[src/rtl/uart_tx_fifo_if.sv]
// Client-side write handshake for uart_tx_fifo: word plus valid/ready.
interface uart_tx_fifo_if #(
    parameter int DATA_BITS = 8
);
    logic                 in_valid;
    logic [DATA_BITS-1:0] in_data;
    logic                 in_ready;

    // Producer side (command/telemetry client)
    modport master (
        output in_valid,
        output in_data,
        input  in_ready
    );

    // Consumer side (the transmitter)
    modport slave (
        input  in_valid,
        input  in_data,
        output in_ready
    );
endinterface

[src/rtl/uart_tx_fifo.sv]
// UART transmitter with a small input FIFO. Queued words are sent
// back-to-back: the stop period of one frame flows straight into the
// start bit of the next with no idle cycles.
module uart_tx_fifo #(
    parameter int CLKS_PER_BIT = 16,
    parameter int DATA_BITS    = 8,
    parameter int PARITY       = 0,
    parameter int STOP_BITS    = 1,
    parameter int FIFO_DEPTH   = 4
) (
    input  logic                        clk,
    input  logic                        rst,
    uart_tx_fifo_if.slave               in_bus,
    output logic                        tx,
    output logic                        busy,
    output logic [$clog2(FIFO_DEPTH):0] fifo_level
);

    localparam int PW = $clog2(FIFO_DEPTH);
    localparam int LW = PW + 1;
    localparam int CW = $clog2(CLKS_PER_BIT);
    localparam int BW = 4;

    localparam logic [LW-1:0] LEVEL_FULL = LW'(FIFO_DEPTH);
    localparam logic [CW-1:0] BAUD_LAST  = CW'(CLKS_PER_BIT - 1);
    localparam logic [BW-1:0] DATA_LAST  = BW'(DATA_BITS - 1);
    localparam logic [BW-1:0] STOP_LAST  = BW'(STOP_BITS - 1);

    // Reject unsupported parameter combinations at elaboration.
    generate
        if (CLKS_PER_BIT < 2 || DATA_BITS < 5 || DATA_BITS > 9 ||
            PARITY < 0 || PARITY > 2 || STOP_BITS < 1 || STOP_BITS > 2 ||
            FIFO_DEPTH < 2 || (FIFO_DEPTH & (FIFO_DEPTH - 1)) != 0) begin : g_bad_params
            $error("uart_tx_fifo: illegal parameter value");
        end
    endgenerate

    typedef enum logic [2:0] {
        S_IDLE,
        S_START,
        S_DATA,
        S_PARITY,
        S_STOP
    } state_t;

    // Registered state
    state_t               r_state;
    logic [CW-1:0]        r_baud;
    logic [BW-1:0]        r_bit_cnt;
    logic [DATA_BITS-1:0] r_shreg;
    logic                 r_par;
    logic                 r_tx;
    logic [PW-1:0]        r_wr_ptr;
    logic [PW-1:0]        r_rd_ptr;
    logic [LW-1:0]        r_level;
    logic [DATA_BITS-1:0] r_mem [FIFO_DEPTH];

    // Combinational next-state and control
    state_t               w_state_next;
    logic [CW-1:0]        w_baud_next;
    logic [BW-1:0]        w_bit_cnt_next;
    logic [DATA_BITS-1:0] w_shreg_next;
    logic                 w_par_next;
    logic                 w_tx_next;
    logic                 w_pop;
    logic                 w_push;
    logic                 w_not_empty;
    logic                 w_bit_end;
    logic [DATA_BITS-1:0] w_head;
    logic                 w_head_par;

    assign w_not_empty = (r_level != '0);
    assign w_push      = in_bus.in_valid && in_bus.in_ready;
    assign w_bit_end   = (r_baud == BAUD_LAST);

    // The FIFO is read asynchronously so a pop can load the shifter on
    // the same edge that starts the frame. Parity is taken from the
    // head word here, before any shifting happens.
    assign w_head     = r_mem[r_rd_ptr];
    assign w_head_par = (PARITY == 1) ? ~(^w_head) : (^w_head);

    assign in_bus.in_ready = (r_level != LEVEL_FULL);
    assign busy            = (r_state != S_IDLE) || w_not_empty;
    assign fifo_level      = r_level;
    assign tx              = r_tx;

    // FIFO storage: data only, no reset so it can map to distributed RAM.
    always_ff @(posedge clk) begin
        if (w_push) begin
            r_mem[r_wr_ptr] <= in_bus.in_data;
        end
    end

    // FIFO pointers and occupancy; pointers wrap naturally at power-of-2 depth.
    always_ff @(posedge clk or posedge rst) begin
        if (rst) begin
            r_wr_ptr <= '0;
            r_rd_ptr <= '0;
            r_level  <= '0;
        end else begin
            if (w_push) begin
                r_wr_ptr <= r_wr_ptr + 1'b1;
            end
            if (w_pop) begin
                r_rd_ptr <= r_rd_ptr + 1'b1;
            end
            case ({w_push, w_pop})
                2'b10:   r_level <= r_level + 1'b1;
                2'b01:   r_level <= r_level - 1'b1;
                default: r_level <= r_level;
            endcase
        end
    end

    // Transmit FSM state register; reset returns the line high at once.
    always_ff @(posedge clk or posedge rst) begin
        if (rst) begin
            r_state   <= S_IDLE;
            r_baud    <= '0;
            r_bit_cnt <= '0;
            r_shreg   <= '0;
            r_par     <= 1'b0;
            r_tx      <= 1'b1;
        end else begin
            r_state   <= w_state_next;
            r_baud    <= w_baud_next;
            r_bit_cnt <= w_bit_cnt_next;
            r_shreg   <= w_shreg_next;
            r_par     <= w_par_next;
            r_tx      <= w_tx_next;
        end
    end

    // Next-state logic: bit sequencing, baud timing and FIFO pops.
    always_comb begin
        w_state_next   = r_state;
        w_baud_next    = r_baud;
        w_bit_cnt_next = r_bit_cnt;
        w_shreg_next   = r_shreg;
        w_par_next     = r_par;
        w_tx_next      = r_tx;
        w_pop          = 1'b0;

        // Baud counter restarts on every bit boundary.
        if (r_state != S_IDLE) begin
            w_baud_next = w_bit_end ? '0 : r_baud + 1'b1;
        end

        case (r_state)
            S_IDLE: begin
                w_tx_next   = 1'b1;
                w_baud_next = '0;
                if (w_not_empty) begin
                    w_pop        = 1'b1;
                    w_shreg_next = w_head;
                    w_par_next   = w_head_par;
                    w_tx_next    = 1'b0;
                    w_state_next = S_START;
                end
            end

            S_START: begin
                if (w_bit_end) begin
                    w_tx_next      = r_shreg[0];
                    w_shreg_next   = {1'b0, r_shreg[DATA_BITS-1:1]};
                    w_bit_cnt_next = '0;
                    w_state_next   = S_DATA;
                end
            end

            S_DATA: begin
                if (w_bit_end) begin
                    if (r_bit_cnt == DATA_LAST) begin
                        w_bit_cnt_next = '0;
                        if (PARITY != 0) begin
                            w_tx_next    = r_par;
                            w_state_next = S_PARITY;
                        end else begin
                            w_tx_next    = 1'b1;
                            w_state_next = S_STOP;
                        end
                    end else begin
                        w_tx_next      = r_shreg[0];
                        w_shreg_next   = {1'b0, r_shreg[DATA_BITS-1:1]};
                        w_bit_cnt_next = r_bit_cnt + 1'b1;
                    end
                end
            end

            S_PARITY: begin
                if (w_bit_end) begin
                    w_tx_next      = 1'b1;
                    w_bit_cnt_next = '0;
                    w_state_next   = S_STOP;
                end
            end

            S_STOP: begin
                if (w_bit_end) begin
                    if (r_bit_cnt == STOP_LAST) begin
                        w_bit_cnt_next = '0;
                        // Chain straight into the next frame when work is queued.
                        if (w_not_empty) begin
                            w_pop        = 1'b1;
                            w_shreg_next = w_head;
                            w_par_next   = w_head_par;
                            w_tx_next    = 1'b0;
                            w_state_next = S_START;
                        end else begin
                            w_tx_next    = 1'b1;
                            w_state_next = S_IDLE;
                        end
                    end else begin
                        w_bit_cnt_next = r_bit_cnt + 1'b1;
                    end
                end
            end

            default: begin
                w_tx_next    = 1'b1;
                w_state_next = S_IDLE;
            end
        endcase
    end

endmodule

[src/flat_wrapper.sv]
// flat-port wrapper written by rule: the top's interface ports become plain ports
module uart_tx_fifo_flat 
#(
    parameter int CLKS_PER_BIT = 16,
    parameter int DATA_BITS    = 8,
    parameter int PARITY       = 0,
    parameter int STOP_BITS    = 1,
    parameter int FIFO_DEPTH   = 4
)
  (clk, rst, tx, busy, fifo_level, in_bus_in_valid, in_bus_in_data, in_bus_in_ready);
  uart_tx_fifo_if #(.DATA_BITS(DATA_BITS)) in_bus_i ();
  input  logic clk;
  input  logic rst;
  output logic tx;
  output logic busy;
  output logic [$clog2(FIFO_DEPTH):0] fifo_level;
  input wire logic [$bits(in_bus_i.in_valid)-1:0] in_bus_in_valid;
  input wire logic [$bits(in_bus_i.in_data)-1:0] in_bus_in_data;
  output wire logic [$bits(in_bus_i.in_ready)-1:0] in_bus_in_ready;
  assign in_bus_i.in_valid = in_bus_in_valid;
  assign in_bus_i.in_data = in_bus_in_data;
  assign in_bus_in_ready = in_bus_i.in_ready;
  uart_tx_fifo #(.CLKS_PER_BIT(CLKS_PER_BIT), .DATA_BITS(DATA_BITS), .PARITY(PARITY), .STOP_BITS(STOP_BITS), .FIFO_DEPTH(FIFO_DEPTH)) u_core (.clk(clk), .rst(rst), .in_bus(in_bus_i), .tx(tx), .busy(busy), .fifo_level(fifo_level));
endmodule
[config.mk]
export PLATFORM = sky130hd
export DESIGN_NAME = uart_tx_fifo_flat
export DESIGN_NICKNAME = d
export VERILOG_FILES = /design/src/rtl/uart_tx_fifo_if.sv /design/src/rtl/uart_tx_fifo.sv /design/src/flat_wrapper.sv
export SDC_FILE = /design/constraint.sdc
export NUM_CORES = 1
export LEC_CHECK = 0
export CORE_UTILIZATION = 25
export DETAILED_ROUTE_END_ITERATION = 8
export DONT_BUFFER_PORTS = 1
export GPL_TIMING_DRIVEN = 0
export PLACE_DENSITY = 0.39
export SYNTH_ARGS = -nofsm -noshare
export SYNTH_HDL_FRONTEND = slang
export SYNTH_SLANG_ARGS = --single-unit
[constraint.sdc]
create_clock -name clk -period 5.75 [get_ports clk]
set_input_delay 1.15 -clock clk [delete_from_list [all_inputs] [get_ports clk]]
set_output_delay 1.15 -clock clk [all_outputs]
set_load 0.02 [all_outputs]
==> results.py, run 1 <==
metrics = {
    "drt": {
        "ant_nets": 0,
        "viasPerCell": 4.28,
        "post-route-drc-count": 0,
        "firstDrtPassIters": 4,
        "wl_per_cell_microns": 14.2,
        "routed_wl_microns": 4790,
        "vias": 1441,
        "drt-initial-drc-count": 101,
    },
    "logic_synthesis": {
        "synth_edf_count": 32,
        "synth_area_leader_cell": "edfxtp_1",
        "dominantRegCellSynth": "edfxtp_1",
        "yosys-top-cells-area": "edfxtp_1 35%, dfrtp_1 24%, mux4_2 6.6%",
        "synth_common_cells": "32 x edfxtp_1, 26 x dfrtp_1, 14 x inv_1",
        "syn_area_sq_um": 2710,
        "avgSynthCellArea_sq_um": 14.7,
        "synth-seq-area-share_pct": 60.4,
        "async_reset_ff_share_pct": 45.8,
        "synth.distinct_cells": 44,
        "yosysTopAreaCellShare_pct": 35.4,
        "syn-num-nets": 205,
        "ys_seq_elements": 59,
        "yosys.cell_count.top_type": "edfxtp_1",
        "ys_warn_count": 0,
        "synthCells": 185,
    },
    "sta": {
        "finalSetupTns_ns": 0,
        "slew_viol_final": 0,
        "whs_ns": 0.510,
        "setup_viol": 0,
        "fmax_mhz": 323,
        "fin_crit_sh_pct": 53.8,
        "skew_ns": 0.00973,
        "period_needed_ns": 3.09,
        "rsz0062_at_grt": "false",
        "worst_pin_slew_ns": 1.09,
        "max_slew_margin_pct": 27.0,
        "final-hold-violation-count": 0,
    },
    "clock_tree": {
        "cts-root-buf": "clkbuf_8",
        "cts_hold_buffers": 0,
        "cts_buffer_depth": 2,
        "post_cts_buffers": 0,
        "tritoncts": "done",
        "clk_pin_slew_ns": 0.07,
        "worstSkewPairLatency_ns": 0.33,
        "cts.htree.levels": 3,
        "cts_resized": 0,
        "cts_buffers": 9,
        "clock_sinks": 59,
    },
    "final_layout": {
        "area_delta_synth_final_pct": 13.9,
        "n_antenna_cell": 0,
        "nNetsFinal": 216,
        "drive_gt1_share_pct": 20.4,
    },
    "worst_setup_path": {
        "path_max_fanout": 10,
        "crit_start": "u_core.r_state[2]",
        "worstPathRequired_ns": 4.60,
        "start_kind": "register",
        "critPathCaptureType": "output pin",
        "r2r_slack_ns": 2.96,
        "cp.arrival_ns": 1.94,
        "criticalPathCategory": "register to output pin",
        "r2r_cells": 11,
        "r2r-end": "u_core.fifo_level[2]",
        "rr_startpoint": "u_core.r_bit_cnt[0]",
    },
    "placement": {
        "dpl.hpwl_microns": 3260,
        "port_buffers": 0,
        "gp_congestion": 0.690,
    },
    "floorplanning": {
        "num_rows": 37,
        "coreArea_sq_um": 10400,
        "die_area_sq_um": 11300,
        "die_width_microns": 106,
        "initial_core_util_pct": 26.0,
        "die_h_microns": 106,
        "num_io_pins": 17,
    },
    "worst_hold_path": {
        "hold_path_class": "register to register",
        "min_to": "u_core.r_baud[0]",
        "holdCritStartpoint": "u_core.r_baud[0]",
        "holdPathStages": 1,
    },
    "power": {
        "swShare_pct": 25.8,
        "p_seq_share_pct": 51.7,
        "internal_power_mw": 0.803,
        "p_clk_share_pct": 37.0,
        "leakagePower_nw": 1.23,
        "p_comb_share_pct": 11.3,
        "cellPowerDensity_nw_per_um2": 350,
        "peakVddDrop_mv": 0.176,
        "p_sw_mw": 0.279,
    },
    "outcome": {
        "outcome": "finished, final reports clean",
    },
    "global_route": {
        "antenna_found_initial": 0,
        "grt_pass1_vias": 1551,
        "overflow": 0,
        "grt_pass1_wl_microns": 8140,
        "grt_max_degree": 28,
        "grt_use_total_pct": 9.71,
    },
    "run": {
        "maxCapViolCount": 0,
    },
}
==> cell type report <==
type / instances / area [sq um]
sequential: 59 / 1640
tap: 136 / 170
clock inverter: 7 / 82.6
clock buffer: 9 / 124
multi-input combinational: 104 / 968
inverter: 14 / 52.6
fill: 1068 / 7330
buffer: 8 / 53.8
==> power by group through the flow <==
stage | Combinational (mW) | Sequential [mW] | Clock [mW]
after floorplan | 0.0987 | 0.558 | 0
after global placement | 0.131 | 0.569 | 0
after detailed placement | 0.130 | 0.569 | 0
after CTS | 0.129 | 0.560 | 0.412
after global routing | 0.145 | 0.567 | 0.428
final | 0.123 | 0.559 | 0.400
==> per-layer routing <==
| metal | up-vias | wire length (microns) | track usage (%) |
|---|---|---|---|
| li1 | 699 | - | - |
| met1 | 712 | 2290 | 12.1 |
| met2 | 23 | 2210 | 14.9 |
| met3 | 7 | 199 | 3.31 |
| met4 | 0 | 89 | 4.76 |
| met5 | - | 0 | 0 |
==> how the worst max path moves through the flow <==
stage                            to  cells after the start
4_1_cts                        busy                      3
3_5_place_dp   u_core.fifo_level[2]                     11
3_3_place_gp                   busy                      3
6_report                       busy                      3
5_1_grt                        busy                      3
2_1_floorplan                  busy                      3
==> per-stage QoR <==
step	std cells	setup slack [ns]	instance area [sq um]	total power [mW]	util [%]
finish	337	2.66	3090	1.08	29.7
global route	337	2.49	3090	1.14	29.7
CTS	337	2.63	3090	1.10	29.7
detailed placement	321	3.01	2880	0.698	27.7
global placement	321	2.96	2880	0.700	27.7
floorplan	185	3.33	2710	0.657	-
==> cell families after synthesis <==
logic type      after synthesis  share of synthesized area (%)
compound gates               22                           5.26
xor+xnor                     10                           3.23
fa+ha+maj                     9                           4.43
buf+inv                      22                           3.92
flops                        59                           60.4
mux                          26                           15.0
simple gates                 37                           7.80
==> cells in the final DEF, fill, tap and decap left out, types with 2 or more instances in the layout <==
cell type / n
o21ai_0: 7
nand3_1: 3
mux4_2: 8
nand2_1: 6
xor2_1: 3
xnor2_1: 7
a21o_1: 3
mux2_4: 7
clkbuf_8: 9
nand2b_1: 2
mux2i_1: 2
a31oi_1: 2
nor3_1: 4
edfxtp_1: 32
and3_1: 5
or3_1: 2
buf_6: 3
mux2_2: 9
ha_1: 8
nor2_1: 4
dfrtp_1: 26
clkinv_1: 4
a21oi_1: 3
inv_1: 14
bufinv_16: 2
clkbuf_1: 4
==> registers in the layout, indices dropped and copies added (netlist names) <==
| register | cells |
|---|---|
| u_core.r_mem | 32 |
| u_core.r_shreg | 8 |
| u_core.r_baud | 4 |
| u_core.r_bit_cnt | 4 |
| u_core.fifo_level | 3 |
| u_core.r_state | 3 |
| u_core.r_rd_ptr | 2 |
| u_core.r_wr_ptr | 2 |
| u_core.tx | 1 |
==> critical path, stage by stage (launching register included) <==
cell,delay (ns)
dfrtp_1,0.42
clkbuf_1,0.22
nor3_1,0.66
nand2_1,0.32
Power figures use the tool's default switching activity.
==> run 2, diff against run 1 <==
- PLACE_DENSITY: 0.39 -> 0.41
- clock period: 5.75 -> 2.6 ns (I/O delays scaled with it)
==> results.py, run 2 (synthesis gave the netlist of run 1 again) <==
metrics = {
    "final_layout": {
        "largest_reg_flops": 32,
        "largest-register": "u_core.r_mem",
        "finalInstanceArea_sq_um": 3130,
        "reg_top3": "u_core.r_mem: 32 flops, u_core.r_shreg: 8 flops",
        "fillers": 1047,
        "nNetsFinal": 215,
        "n_antenna_cell": 0,
        "area_delta_synth_final_pct": 15.3,
        "layout_common_cells": "32 x edfxtp_1, 26 x dfrtp_1, 14 x inv_1",
        "stdcell_count": 336,
        "drive_gt1_share_pct": 25.0,
        "final_common_cell": "edfxtp_1",
        "post-route-util_pct": 30.0,
    },
    "floorplanning": {
        "num_rows": 37,
        "initial_core_util_pct": 26.0,
        "die_width_microns": 106,
        "num_io_pins": 17,
        "die_area_sq_um": 11300,
        "die_h_microns": 106,
        "coreArea_sq_um": 10400,
    },
    "drt": {
        "routed_wl_microns": 4930,
        "viasPerCell": 4.32,
        "wl_per_cell_microns": 14.7,
        "ant_nets": 0,
        "firstDrtPassIters": 4,
        "vias": 1451,
        "post-route-drc-count": 0,
        "drt-initial-drc-count": 50,
    },
    "global_route": {
        "grt_pass1_vias": 1565,
        "antenna_found_initial": 0,
        "grt_max_degree": 28,
        "grt_pass1_wl_microns": 8250,
        "overflow": 0,
        "grt_use_total_pct": 10.1,
    },
    "clock_tree": {
        "cts_buffer_depth": 2,
        "tritoncts": "done",
        "cts_hold_buffers": 0,
        "cts-root-buf": "clkbuf_8",
        "cts_buffers": 9,
        "clock_sinks": 59,
        "clk_pin_slew_ns": 0.07,
        "cts.htree.levels": 3,
        "post_cts_buffers": 0,
        "worstSkewPairLatency_ns": 0.34,
    },
    "worst_setup_path": {
        "start_kind": "register",
        "path_cells": "clkbuf_1, or3_4, a21oi_2, ha_1, inv_1, fa_1, xor2_1, nor2_1, xor2_1",
        "path_max_fanout": 10,
        "r2r-end": "u_core.fifo_level[2]",
        "max_stage_delay_ns": 0.47,
        "endpoint": "u_core.fifo_level[2]",
        "r2r_cells": 9,
        "r2r_slack_ns": 0.18,
        "worstPathRequired_ns": 2.86,
        "crit_top_cell": "xor2_1",
        "rr_startpoint": "u_core.r_state[0]",
        "criticalPathCategory": "register to register",
        "critPathCaptureType": "register",
        "crit_start": "u_core.r_state[0]",
        "cp.arrival_ns": 2.68,
        "cpMaxStageDelayCell": "or3_4",
    },
    "sta": {
        "final-hold-violation-count": 0,
        "worst_pin_slew_ns": 1.07,
        "rsz0062_at_grt": "false",
        "fin_crit_sh_pct": 92.9,
        "fmax_mhz": 414,
        "slew_viol_final": 0,
        "setup_viol": 0,
        "period_needed_ns": 2.42,
        "max_slew_margin_pct": 28.4,
        "skew_ns": 0.0103,
    },
    "power": {
        "cellPowerDensity_nw_per_um2": 776,
        "internal_power_mw": 1.78,
        "peakVddDrop_mv": 0.276,
        "p_seq_share_pct": 50.9,
        "p_sw_mw": 0.642,
        "leakagePower_nw": 1.25,
        "p_comb_share_pct": 11.4,
        "p_clk_share_pct": 37.7,
        "swShare_pct": 26.5,
    },
    "placement": {
        "postPlaceCellArea_sq_um": 2880,
        "port_buffers": 0,
        "dpl.hpwl_microns": 3260,
        "placed_cells": 321,
        "gp_congestion": 0.698,
    },
    "worst_hold_path": {
        "hold_path_class": "input pin to register",
    },
    "run": {
        "maxCapViolCount": 0,
    },
    "outcome": {
        "outcome": "finished, final reports clean",
    },
}
run 2: worst min path at each step:
stage / slack (ns) / depth (start not counted) / end / from
2_1_floorplan: 0.47 / 1 / u_core.r_baud[0] / u_core.r_baud[0]
4_1_cts: 0.26 / 0 / u_core.r_mem[2][4] / in_bus_in_data[4]
3_3_place_gp: 0.50 / 1 / u_core.r_baud[0] / u_core.r_baud[0]
3_5_place_dp: 0.50 / 1 / u_core.r_shreg[1] / u_core.r_shreg[1]
5_1_grt: 0.24 / 0 / u_core.r_mem[2][5] / in_bus_in_data[5]
6_report: 0.27 / 0 / u_core.r_mem[0][5] / in_bus_in_data[5]
run 2: per-layer routing:
| metal | vias up | wire (microns) | GRT usage, % |
|---|---|---|---|
| met5 | - | 0 | 0 |
| met4 | 0 | 89 | 5.36 |
| met3 | 7 | 204 | 3.99 |
| met2 | 20 | 2290 | 15.2 |
| met1 | 724 | 2340 | 12.4 |
| li1 | 700 | - | - |
run 2: metrics by stage:
stage	hold WS [ns]	setup TNS (ns)	worst slack, ns	power (mW)
floorplan	0.468	0	0.252	1.45
global placement	0.495	-0.185	-0.185	1.54
detailed placement	0.496	-0.130	-0.130	1.54
CTS	0.255	0	0.00357	2.46
global route	0.237	0	0.000207	2.57
finish	0.269	0	0.184	2.43
run 2: what timing repair did:
item / 4_1_cts / 5_1_grt
endpoints found under the hold margin: 0 / 0
pin swaps: 0 / 1
endpoints found under the setup margin: 1 / 2
gates resized for setup: 2 / 5
gates cloned: 0 / 0
run 2: final cells by class:
| class | count | area, sq um | area share [%] |
|---|---|---|---|
| clock buffer | 9 | 124 | 3.96 |
| tap | 136 | 170 | 5.44 |
| clock inverter | 7 | 92.6 | 2.96 |
| sequential | 59 | 1640 | 52.4 |
| multi-input combinational | 104 | 1000 | 32.0 |
| buffer | 7 | 50.0 | 1.60 |
| inverter | 14 | 52.6 | 1.68 |
run 2: worst max-delay path: cells and delay by family (launching register included):
kind | cells | cell delay [ns]
flops | 1 | 0.39
fa+ha+maj | 2 | 0.59
xor+xnor | 2 | 0.30
buf+inv | 2 | 0.28
simple gates | 2 | 0.58
compound gates | 1 | 0.21
run 2: power by group through the flow:
stage | clock network, mW | logic, mW | registers (mW)
6_report | 0.914 | 0.276 | 1.24
5_1_grt | 0.995 | 0.323 | 1.25
4_1_cts | 0.942 | 0.286 | 1.24
3_5_place_dp | 0 | 0.286 | 1.26
3_3_place_gp | 0 | 0.282 | 1.26
2_1_floorplan | 0 | 0.218 | 1.23
